--- config.mk ---
export PLATFORM = sky130hd
export DESIGN_NAME = des_round_key_gen
export DESIGN_NICKNAME = d
export VERILOG_FILES = /design/src/rtl/des_round_key_gen.sv
export SDC_FILE = /design/constraint.sdc
export NUM_CORES = 1
export LEC_CHECK = 0
export CORE_ASPECT_RATIO = 1.5
export CORE_UTILIZATION = 30
export DETAILED_ROUTE_END_ITERATION = 12
export GPL_TIMING_DRIVEN = 0
export PLACE_DENSITY_LB_ADDON = 0.1
export SYNTH_ARGS = -nofsm -noshare
export SYNTH_HDL_FRONTEND = slang
export SYNTH_SLANG_ARGS = --single-unit
--- constraint.sdc ---
create_clock -name clk -period 5.75 [get_ports clk]
set_clock_uncertainty 0.15 [all_clocks]
set_input_delay 1.15 -clock clk [delete_from_list [all_inputs] [get_ports clk]]
set_output_delay 1.15 -clock clk [all_outputs]
set_load 0.05 [all_outputs]
--- src/rtl/des_round_key_gen.sv ---
// rtl/des_round_key_gen.sv - sequential DES key schedule: PC-1 at load, C/D rotation per round, PC-2 output
// Optional: define DES_KEY_PARITY_CHECK_EN to add the parity_err output (odd-parity check of key_in bytes).
module des_round_key_gen (
    input  logic        clk,
    input  logic        rst_n,
    input  logic        start,
    input  logic [0:63] key_in,
    input  logic        decrypt,
    input  logic        key_ready,
    output logic        key_valid,
    output logic [0:47] round_key,
    output logic [3:0]  round_idx,
    output logic        busy,
    output logic        done
`ifdef DES_KEY_PARITY_CHECK_EN
    ,
    output logic        parity_err
`endif
);

    typedef enum logic [1:0] {
        IDLE = 2'd0,
        RUN  = 2'd1,
        DONE = 2'd2
    } state_t;

    localparam int unsigned PC1 [56] = '{
        57, 49, 41, 33, 25, 17,  9,  1, 58, 50, 42, 34, 26, 18,
        10,  2, 59, 51, 43, 35, 27, 19, 11,  3, 60, 52, 44, 36,
        63, 55, 47, 39, 31, 23, 15,  7, 62, 54, 46, 38, 30, 22,
        14,  6, 61, 53, 45, 37, 29, 21, 13,  5, 28, 20, 12,  4
    };

    localparam int unsigned PC2 [48] = '{
        14, 17, 11, 24,  1,  5,  3, 28, 15,  6, 21, 10,
        23, 19, 12,  4, 26,  8, 16,  7, 27, 20, 13,  2,
        41, 52, 31, 37, 47, 55, 30, 40, 51, 45, 33, 48,
        44, 49, 39, 56, 34, 53, 46, 42, 50, 36, 29, 32
    };

    function automatic logic [0:55] pc1(input logic [0:63] k);
        logic [0:55] r;
        r = '0;
        for (int i = 0; i < 56; i++) begin
            r[i] = k[6'(PC1[i] - 1)];
        end
        return r;
    endfunction

    function automatic logic [0:47] pc2(input logic [0:55] cd);
        logic [0:47] r;
        r = '0;
        for (int i = 0; i < 48; i++) begin
            r[i] = cd[6'(PC2[i] - 1)];
        end
        return r;
    endfunction

    function automatic logic [0:27] rotl(input logic [0:27] h, input logic by_two);
        return by_two ? {h[2:27], h[0:1]} : {h[1:27], h[0]};
    endfunction

    function automatic logic [0:27] rotr(input logic [0:27] h, input logic by_two);
        return by_two ? {h[26:27], h[0:25]} : {h[27], h[0:26]};
    endfunction

    state_t      state_q;
    state_t      state_d;
    logic [0:27] c_q;
    logic [0:27] d_q;
    logic        dir_q;
    logic [3:0]  idx_q;

    logic        load;
    logic        fire;
    logic        advance;
    logic        single_shift;
    logic [0:55] cd0;

    assign load    = (state_q == IDLE) && start;
    assign fire    = (state_q == RUN) && key_ready;
    assign advance = fire && (idx_q != 4'd15);
    assign cd0     = pc1(key_in);

    // Encrypt uses s(i+2), decrypt uses s(16-i); both are 1 exactly at positions 0, 7 and 14.
    assign single_shift = (idx_q == 4'd0) || (idx_q == 4'd7) || (idx_q == 4'd14);

    always_comb begin
        state_d = state_q;
        case (state_q)
            IDLE:    if (start) state_d = RUN;
            RUN:     if (key_ready && (idx_q == 4'd15)) state_d = DONE;
            DONE:    state_d = IDLE;
            default: state_d = IDLE;
        endcase
    end

    always_ff @(posedge clk or negedge rst_n) begin
        if (!rst_n) begin
            state_q <= IDLE;
            c_q     <= '0;
            d_q     <= '0;
            dir_q   <= 1'b0;
            idx_q   <= '0;
        end else begin
            state_q <= state_d;
            if (load) begin
                dir_q <= decrypt;
                idx_q <= '0;
                // Decrypt starts from C16/D16, which equals C0/D0 after a full 28-bit rotation.
                if (decrypt) begin
                    c_q <= cd0[0:27];
                    d_q <= cd0[28:55];
                end else begin
                    c_q <= rotl(cd0[0:27], 1'b0);
                    d_q <= rotl(cd0[28:55], 1'b0);
                end
            end else if (advance) begin
                idx_q <= idx_q + 4'd1;
                if (dir_q) begin
                    c_q <= rotr(c_q, !single_shift);
                    d_q <= rotr(d_q, !single_shift);
                end else begin
                    c_q <= rotl(c_q, !single_shift);
                    d_q <= rotl(d_q, !single_shift);
                end
            end
        end
    end

    assign round_key = pc2({c_q, d_q});
    assign round_idx = idx_q;
    assign key_valid = (state_q == RUN);
    assign busy      = (state_q == RUN);
    assign done      = (state_q == DONE);

`ifdef DES_KEY_PARITY_CHECK_EN
    function automatic logic even_byte_found(input logic [0:63] k);
        logic err;
        err = 1'b0;
        for (int b = 0; b < 8; b++) begin
            if (^k[8*b +: 8] == 1'b0) err = 1'b1;
        end
        return err;
    endfunction

    logic parity_q;

    always_ff @(posedge clk or negedge rst_n) begin
        if (!rst_n) begin
            parity_q <= 1'b0;
        end else if (load) begin
            parity_q <= even_byte_found(key_in);
        end
    end

    assign parity_err = parity_q;
`endif

endmodule

==> summary.md, run 1 <==
The flow ran to the end, and the final reports show no timing, DRC or antenna violations. TritonCTS built the clock tree. The cell area after synthesis is 5690 um^2. Summed over all instances, the cell type with the most area after synthesis is sky130_fd_sc_hd__mux2i_1. The tools report the post-route DRC violation count as 0. The initial utilization of the core area, before any placement, comes to 30.7%.

The worst-skew pair later-pin latency came out at 340 ps. The clock-pin slew on the worst setup and hold paths works out to 50 ps. Measured along the x axis, the die boundary spans 114 um. In this design, the largest share of critical-path delay is due to buffers and inverters.

By count the netlist is led by 166 x sky130_fd_sc_hd__mux2i_1, 64 x sky130_fd_sc_hd__nand2_1, 63 x sky130_fd_sc_hd__dfrtp_1, 55 x sky130_fd_sc_hd__o211ai_1, 50 x sky130_fd_sc_hd__o221ai_2. The worst-case IR drop observed on VDD is 255 uV. The average wire per standard cell was 18.6 um; the detailed-placement wirelength estimate was 12.6 mm. Summed over all cells, the static leakage comes to 3.44 nW. Once layout is done, the placed cells without fillers occupy 7480 um^2.

The run gives 0 as the count of endpoints failing hold in the final timing report. For this block, the routed nets add up to 17.1 mm of wire. The H-tree depth was 3. For the number of antenna violations at the first check in global routing, the log shows 0.

The logs give 4952 for the number of global-route vias before repair and 0 for the final-report max-slew violation count. The maximum fanout along the worst path is 6. For the worst slack on hold paths, the log shows 361 ps. The slowest cell on the critical path was sky130_fd_sc_hd__clkdlybuf4s50_1.

Headroom to the max-slew limit came out at 59.5%. Setup slack closes at 2540 ps. For this block, the via count after detailed routing is 4712.

Clock tree synthesis found a total of 63 sinks. No sink is reached through more buffers than the 2 on the longest clock path. The startpoint of the lowest-slack register-to-register path was state_q[1]$_DFFE_PN0P_. The die covers 19500 um^2.

After global routing the overflow that remains totals 0. The tools report the element type at the critical path start as a register. The tools report the number of cells after detailed placement as 903. The tools report the setup slack at placement as 2170 ps.

The final setup violation count is 0. The tools report the element type at the critical path end as a primary output. In the post-synthesis netlist, the biggest area contributors are sky130_fd_sc_hd__mux2i_1 29%, sky130_fd_sc_hd__dfrtp_1 28%, sky130_fd_sc_hd__o221ai_2 13%.

The logs give 0 for the number of antenna repair diodes and 734 for the final net count. The signal on the critical path passes through and2b_1 -> buf_4 -> clkdlybuf4s50_1. The root cell of the clock tree was sky130_fd_sc_hd__clkbuf_16. The hold buffer count at cts is 0, and the final weighted congestion of routability-driven global placement is 0.781. The tools report the source of the critical timing path as state_q[1]$_DFFE_PN0P_. The number of setup buffers added after CTS is 0. Entering global routing, the biggest net connects 64 pins. The share of synthesized area in the top cell type comes to 29.2%.

The tool flagged a number of max-cap violations equal to 0. Data arrives at the worst endpoint at 1910 ps. The total area inside the core boundary comes to 18500 um^2. In this run the number of cells on the critical path is 3. For the initial DRC count, the log shows 180.

Buffers placed on the I/O ports in this run total 114. The ratio of cells with drive above 1 in the final layout was 22.9%. The worst register-to-register path has a depth of 6.

The post-layout minimum cycle time was 3210 ps. The kind of critical path is register to primary output. Buffers inserted during clock tree synthesis total 9.

The length of the first detailed-routing pass in iterations came out at 4. sky130_fd_sc_hd__mux2i_1 is the most common cell in the netlist. Number of placement rows: 61. The number of fill cells in the layout is 1881. A synthesized cell averages 10.6 um^2. Layout overhead on the synthesized area: 31.5%.

The share of synthesized area occupied by flip-flops and latches was 27.7%; the final critical-path share of the clock period was 55.8%. Proportion of synthesized flip-flops having asynchronous set or reset: 100%. Setup repair after global routing left no endpoint under its margin.

The number of nets in the synthesized netlist is 608. From bottom edge to top edge, the die measures 171 um. The number of different library cells used by synthesis comes to 31.

Power spread over the standard cell area amounts to 602 nW/um^2. The tools report the highest clock rate as 0.312 GHz. The worst hold-check path type was register to register. For this run, the leading register cell type out of synthesis is sky130_fd_sc_hd__dfrtp_1. The end of the critical path was key_valid.

Endpoint of the worst-slack reg-to-reg timing path: c_q[6]$_DFFE_PN0P_. Pin placement for this block handled 124 I/O pins. The tools report the standard cell area after detailed placement as 7170 um^2.

For this run, the slowest stage of the critical path takes 780 ps. Yosys printed 0 warnings. The tools report the number of cells in the finished layout apart from fillers as 919. Once the clock tree was built, the resizer swapped 0 gates to a different size.

Counting both buffers and inverters, the worst setup path holds a total of 2. For flop-to-flop paths, the worst setup slack is 3400 ps. For the pin with the worst max-slew slack, the measured transition is 608 ps.

Global router's overall resource usage: 18.1%. The wire length of the first global-routing pass was 27.2 mm. In the routed layout, each cell is associated on average with a via count of 5.13.

In this run the remaining antenna-violating nets after routing total 0. Counting flops with a built-in enable in the synthesized netlist gives 0. Counting every instance in the synthesized netlist gives 536. The run gives 0 ps as the sum of negative setup slack. The number of synthesized register bits is 63, and the required time of the critical path is 4450 ps.
## how the worst min path moves through the flow
stage                                 startpoint                      to  slack (ps)  cells past startpoint
after CTS                 state_q[1]$_DFFE_PN0P_  state_q[1]$_DFFE_PN0P_         370                      1
final                     state_q[1]$_DFFE_PN0P_  state_q[1]$_DFFE_PN0P_         360                      1
after floorplan           state_q[1]$_DFFE_PN0P_  state_q[1]$_DFFE_PN0P_         320                      1
after global placement    state_q[1]$_DFFE_PN0P_  state_q[1]$_DFFE_PN0P_         350                      1
after global routing      state_q[1]$_DFFE_PN0P_  state_q[1]$_DFFE_PN0P_         400                      1
after detailed placement  state_q[1]$_DFFE_PN0P_  state_q[1]$_DFFE_PN0P_         350                      1
## registers in the layout, indices dropped and copies added, names as in the netlist
signal / count
c_q: 28
round_idx: 4
d_q: 28
state_q: 2
dir_q: 1
## worst reg2reg max path, cell delays in order (launching register included)
cell	delay (ps)
sky130_fd_sc_hd__dfrtp_1	410
sky130_fd_sc_hd__nor3b_1	310
sky130_fd_sc_hd__buf_2	320
sky130_fd_sc_hd__buf_2	270
sky130_fd_sc_hd__clkbuf_1	500
sky130_fd_sc_hd__o211ai_1	200
sky130_fd_sc_hd__o221ai_2	100
## routing by layer
| layer | global-route usage [%] | routed length [um] | vias to the layer above |
|---|---|---|---|
| li1 | - | - | 2263 |
| met1 | 21.4 | 7140 | 2343 |
| met2 | 33.5 | 9230 | 89 |
| met3 | 2.73 | 480 | 17 |
| met4 | 4.91 | 240 | 0 |
| met5 | 0 | 0 | - |
## final cells by class
type / instances / area, um^2 / area share, %
inverter: 2 / 7.51 / 0.100
clock buffer: 13 / 270 / 3.61
sequential: 63 / 1580 / 21.1
tap: 252 / 315 / 4.22
multi-input combinational: 372 / 3370 / 45.0
timing repair buffer: 115 / 1170 / 15.6
buffer: 99 / 734 / 9.82
clock inverter: 3 / 40.0 / 0.535
## power breakdown
group,internal (mW),switching (mW),total (mW)
sequential,0.624,0.295,0.919
clock,0.370,0.209,0.580
combinational,1.34,1.67,3.01
total,2.33,2.17,4.50
## layout by cell type (no fill, tap or decap), drive strengths merged, types with 4 or more instances in the layout
master | netlist | routed
buf | 84 | 86
clkbuf | 15 | 28
clkdlybuf4s50 | 0 | 113
dfrtp | 63 | 63
mux2i | 166 | 166
nand2 | 64 | 64
nand3 | 4 | 4
nor2 | 6 | 6
o211ai | 55 | 55
o221ai | 55 | 55
## cell families after synthesis
family	synth area share, %
AOI/OAI and AO/OA	22.1
xor gates and xnor gates	0.462
adders and majority gates	0.660
buffers and inverters	13.1
DFF	27.7
muxes	29.9
and+or+nand+nor	6.16
## per-stage QoR
step	util, %	power (mW)
final	40.3	4.50
after global routing	40.3	4.78
after CTS	40.3	4.56
after detailed placement	38.6	3.96
after global placement	38.5	3.94
after floorplan	-	3.19
Power figures use the tool's default switching activity.
==> run 2, diff against run 1 <==
- clock period: 5.75 -> 2.6 ns (I/O delays scaled with it)
==> run 2 against run 1 <==
Global-route usage unchanged. Power up 120%. Sequential cell count unchanged. Worst setup slack worse by 2400 ps. Die area unchanged. Clock-buffer cell count unchanged. Critical endpoint is now busy.
==> summary.md, run 2 (synthesis gave the netlist of run 1 again) <==
In this run, flip-flops and latches consume 20.4% of the power. The run gives 9 as the total CTS buffers. The logs give 0 for the final antenna-violating net count and 0.781 for the final weighted congestion of routability-driven global placement. Combinational logic is responsible for 66.7% of the overall power.

For the area inside the core boundary, the log shows 18500 um^2. The number of antenna repair diodes is 0, and the cell internal power dissipation is 5.15 mW. The worst reg-to-reg path cell count came out at 7. Prior to clock tree synthesis, the placed netlist has a worst setup slack of -353 ps. Entering global routing, the biggest net connects 64 pins. The run gives 0 as the remaining global-route overflow. The average wire per standard cell came out at 18.6 um.

Setup violations remaining at the end of the flow were counted as 0. The run gives 4958 as the number of global-route vias before repair. TritonCTS built the clock tree. The critical path starts at state_q[1]$_DFFE_PN0P_. The total power per unit cell area was 1330 nW/um^2. STA classifies the critical path startpoint as a register. Setup repair after global routing left no endpoint under its margin.

The logs give 1830 ps for the data arrival time of the worst path and 0 for the total setup buffers inserted after CTS. In the final layout, the share of cells above drive strength 1 is 23.2%. The final critical-path share of the clock period was 96.1%; the worst-case vdd ir drop was 564 uV. Leaving out fill and tap cells, the most frequent cell in the layout is sky130_fd_sc_hd__mux2i_1. The routed wire length was 17.1 mm. Slowest cell on the critical path: sky130_fd_sc_hd__clkdlybuf4s50_1. The clock passes through at most 2 buffers. Kind of critical path: register to primary output. The chip height is 171 um.

The detailed-placement wirelength estimate came out at 12.6 mm. The worst pin sits at a relative slew slack of 63.5%. In the layout the commonest cells are 166 x sky130_fd_sc_hd__mux2i_1, 112 x sky130_fd_sc_hd__clkdlybuf4s50_1, 64 x sky130_fd_sc_hd__nand2_1.

At the end of the flow, the number of nets in the layout was 734. The fraction of the core area covered by cells at the end of the flow was 40.3%. The element type at the critical path end is a primary output. The sum of negative setup slack came out at 0 ps.

The startpoint of the lowest-slack register-to-register path was round_idx[0]$_DFFE_PN0P_. The final route contains 4707 vias. For the total clock sinks, the log shows 63. The area growth from synthesis to layout is 31.5%.

The switching power as a share of total power is 48.3%. The logs give 0 for the count of endpoints failing hold in the final timing report and 919 for the number of cells in the finished layout apart from fillers. The average via count per standard cell is 5.12.

The tightest min-delay check is of the input pin to async pin type. Starting density of the core: 30.7%. In this run the worst path has a maximum fanout of 6. The tools report the post-route DRC violation count as 0. Number of max-cap violations: 0. Clock-pin slew on the worst setup and hold paths: 60 ps.

The run gives 0.400 GHz as the highest clock rate. The tools report the required time of the critical path as 1930 ps. CTS placed an instance of sky130_fd_sc_hd__clkbuf_16 at the clock tree root.

The die extent in x was 114 um. The post-layout minimum cycle time was 2500 ps. The tools report the worst-skew pair later-pin latency as 340 ps. The number of placement rows came out at 61. In this run the critical register-to-register path is captured at d_q[26]$_DFFE_PN0P_. The run finished with clean final reports. The end of the critical path is busy. The tools report the number of antenna violations at the first check in global routing as 0. The clock network accounts for 12.9% of the total power.

The wire length of the first global-routing pass is 27.2 mm. The global router's overall resource usage is 18.1%. The logs give 0 for the final-report max-slew violation count and 260 ps for the minimum setup slack among reg-to-reg paths.

Pin placement for this block handled 124 I/O pins. The length of the first detailed-routing pass in iterations was 4; the power spent charging and discharging nets was 4.81 mW. The run gives 29.5 ps as the worst slack on hold paths. In this design, the stage delay of the slowest critical-path cell is 820 ps. Including well taps, the total number of placed cells is 903. Buffers placed on the I/O ports in this run total 114. Initial DRC count: 179.

The die covers 19500 um^2. The static leakage power is 3.45 nW, and the slew at the pin closest to its max-slew limit is 548 ps. The H-tree depth came out at 3. The worst path meets setup with 103 ps of slack.

The critical path goes through and2b_1 -> clkdlybuf4s50_1.
==> run 2: layout make-up <==
type                    count  area [um^2]
fillers                  1881        11100
multi-input cells         372         3370
flip-flops and latches     63         1580
repair buffers            115         1160
plain buffers              99          737
well taps                 252          315
clock buffers              13          270
clock inverters             3         40.0
inverters                   2         7.51
==> run 2: routing by layer <==
layer,global-route usage [%],share of wire [%],vias to the layer above
met5,0,0,-
met4,4.91,1.4,0
met3,2.73,2.8,17
met2,33.5,54,91
met1,21.4,42,2335
li1,-,-,2264
==> run 2: worst min-delay path by stage <==
| stage | end | slack, ps | cells past startpoint |
|---|---|---|---|
| detailed placement | state_q[1]$_DFFE_PN0P_ | 350 | 1 |
| finish | c_q[12]$_DFFE_PN0P_ | 30 | 2 |
| global route | c_q[12]$_DFFE_PN0P_ | 70 | 2 |
| global placement | state_q[1]$_DFFE_PN0P_ | 350 | 1 |
| CTS | c_q[13]$_DFFE_PN0P_ | 50 | 2 |
| floorplan | c_q[0]$_DFFE_PN0P_ | 70 | 0 |
==> run 2: worst max-delay path, delay by kind of cell, from the launching register on <==
family / cells / cell delay [ps]
flops: 1 / 410
buf+inv: 1 / 820
simple gates: 1 / 260
==> run 2: what timing repair did <==
action                     4_1_cts  5_1_grt
setup endpoints to repair        3       10
gates resized for setup          2        2
hold buffers                     0        0
==> run 2: per-stage QoR <==
step                      power [mW]  cell area, um^2
after floorplan                 7.06             5690
after global routing            10.6             7480
after CTS                       10.1             7480
final                           9.96             7480
after detailed placement        8.76             7170
after global placement          8.71             7140
==> run 2: power groups by stage <==
stage	sequential [mW]	clock (mW)	combinational [mW]
global placement	2.05	0	6.66
floorplan	1.91	0	5.14
CTS	2.04	1.31	6.72
detailed placement	2.06	0	6.70
finish	2.03	1.28	6.64
global route	2.12	1.35	7.09
==> run 3, diff against run 2 <==
- SLEW_MARGIN: unset -> 5
==> run 3 against run 2 <==
Clock-buffer cell count decreased by 3. Global-route usage about the same. Cell count is 0.11% higher. First-iteration DRC count grew 7.3%. Largest cell class unchanged.
==> summary.md, run 3 (synthesis gave the netlist of run 1 again) <==
The worst setup path is captured at a primary output. Kind of critical path: register to primary output. For the static leakage power, the log shows 3.44 nW.

The slew at the pin closest to its max-slew limit came out at 555 ps. Dividing the detail-routed wire length by the instance count gives 18.6 um. The run gives 0 as the total setup buffers inserted after CTS. The run gives 0 as the count of endpoints failing hold in the final timing report.

The tools report the multi-input gate area in the final layout as 3370 um^2. The ratio of cells with drive above 1 in the final layout is 23.4%, and the final critical-path share of the clock period is 95.9%. The tools report the startpoint of the lowest-slack register-to-register path as round_idx[1]$_DFFE_PN0P_.

Summed over all nets, the half-perimeter wirelength after detailed placement is 12.7 mm. For the worst setup path, the data required time is 1930 ps. The final antenna-violating net count was 0. The worst register-to-register path has a depth of 7. The length of the first detailed-routing pass in iterations is 4, and the total power per unit cell area is 1330 nW/um^2.

The tools report the number of fill cells in the layout as 1893. Clock tree synthesis inserted a total of 9 buffers. TritonCTS built the clock tree. The number of antenna repair diodes is 0, and the length of routed met3 wiring is 620 um. The design draws 9.93 mW. For the starting density of the core, the log shows 30.7%. The tools report the initial DRC count as 192. The sequential cell area in the final layout is 1580 um^2, and the worst-skew pair later-pin latency is 340 ps.

The setup check on the worst reg-to-reg path leaves a slack of 260 ps. STA puts the critical path data arrival time at 1820 ps. In this run the count of I/O pins placed on the die edge is 124. The worst hold path stage count works out to 1.

Hold is met by 363 ps. Entering global routing, the biggest net connects 33 pins. Based on the critical path, the design can be clocked at up to 0.401 GHz. CTS built an H-tree with a depth of 3. The routed design uses 9.27 mm of met2 wire.

In this run the worst hold path is classified as register to register. Worst-case vdd ir drop: 556 uV. The first global-routing pass estimated 27.2 mm of wire. The die extent in x is 114 um.

The number of antenna violations at the first check in global routing came out at 0. The final weighted congestion of routability-driven global placement was 0.781. Setup violations remaining at the end of the flow were counted as 0. The tools report the number of placement rows as 61. In the routed layout, each cell is associated on average with a via count of 5.12. The area growth from synthesis to layout is 31.4%. Across the run, the number of max-cap violations was 0. In this run the top signal layer used is met4. The longest clock path from root to sink contains 2 buffers. Adding up every negative setup slack in the final design gives 0 ps. The maximum fanout along the worst path came out at 6. The remaining global-route overflow is 0, and the global router's overall resource usage is 18.1%.

For this design, the sink count on the clock tree is 63. Worst hold path endpoint: state_q[1]$_DFFE_PN0P_. The logs give 0 for the final-report max-slew violation count and 0 for the post-route DRC violation count. Summing all placed instances gives a cell area of 7160 um^2. The chip height is 171 um, and the met1 wire length is 6.91 mm. In the layout the commonest cells are 166 x sky130_fd_sc_hd__mux2i_1, 112 x sky130_fd_sc_hd__clkdlybuf4s50_1, 64 x sky130_fd_sc_hd__nand2_1. The endpoint of the worst-slack reg-to-reg timing path was d_q[26]$_DFFE_PN0P_. For this run, the post-layout net count is 735. Startpoint of the lowest-slack hold path: state_q[1]$_DFFE_PN0P_. The run finished with clean final reports.

The library cell used most frequently in the layout, excluding fill and tap cells, is sky130_fd_sc_hd__mux2i_1. The tools report the root cell of the clock tree as sky130_fd_sc_hd__clkbuf_16. Element type at the critical path start: a register. The run gives 63.0% as the headroom to the max-slew limit.

At the end of the flow the core is filled with cells to 40.3%. The routed design has 17.1 mm of wire. Setup repair after global routing left no endpoint under its margin. After floorplanning, the core was sized to cover 18500 um^2.

The worst path in the final design needs a cycle of 2490 ps, including I/O delays and setup. The number of global-route vias before repair was 4992; the area enclosed by the die boundary was 19500 um^2. Input and output buffers added on the ports amount to 114.

The logs give 4706 for the total number of vias and 7470 um^2 for the final instance area. The clock-pin slew on the worst setup and hold paths was 50 ps.
run 3: changes by cell type in the layout (fill, tap and decap cells not counted):
cell | before | now
sky130_fd_sc_hd__buf_12 | 0 | 1
sky130_fd_sc_hd__buf_16 | 1 | 0
sky130_fd_sc_hd__clkbuf_1 | 14 | 13
sky130_fd_sc_hd__clkbuf_8 | 3 | 1
sky130_fd_sc_hd__clkinv_2 | 2 | 3
sky130_fd_sc_hd__clkinvlp_4 | 0 | 2
sky130_fd_sc_hd__dlygate4sd3_1 | 0 | 1
run 3: area by class of cell:
class	instances	area share, %
well taps	252	4.22
plain buffers	99	9.87
flip-flops and latches	63	21.1
multi-input cells	372	45.1
clock inverters	6	0.804
repair buffers	116	15.6
clock buffers	10	3.20
inverters	2	0.101
run 3: how the worst max path moves through the flow:
stage                             start             endpoint
4_1_cts                           start  d_q[26]$_DFFE_PN0P_
6_report         state_q[1]$_DFFE_PN0P_                 busy
3_5_place_dp                      start   c_q[6]$_DFFE_PN0P_
2_1_floorplan  round_idx[0]$_DFFE_PN0P_  d_q[11]$_DFFE_PN0P_
3_3_place_gp                      rst_n  d_q[22]$_DFFE_PN0P_
5_1_grt        round_idx[1]$_DFFE_PN0P_  d_q[24]$_DFFE_PN0P_
run 3: report_power, final:
group,internal (mW),switching [mW]
Sequential,1.38,0.651
Clock,0.763,0.480
Combinational,2.95,3.71
Total,5.09,4.84
run 3: what timing repair did:
item,in CTS,in global routing
setup endpoints to repair,1,19
endpoints found under the hold margin,8,0
resized for setup,1,4
hold buffers,1,0
run 3: through the flow:
stage	setup WS, ps	cells
after CTS	10.8	920
after detailed placement	-327	903
after global routing	11.4	920
after floorplan	225	536
final	105	920
after global placement	-1620	902
run 3: worst max-delay path, stage by stage (launching register included):
cell and delay [ps]:
sky130_fd_sc_hd__dfrtp_1 420, sky130_fd_sc_hd__and2b_1 260, sky130_fd_sc_hd__clkdlybuf4s50_1 820
run 3: layer usage:
layer / up-vias / track usage [%]
met1: 2325 / 21.0
met2: 106 / 33.4
met5: - / 0
met3: 18 / 2.83
li1: 2257 / -
met4: 0 / 6.04
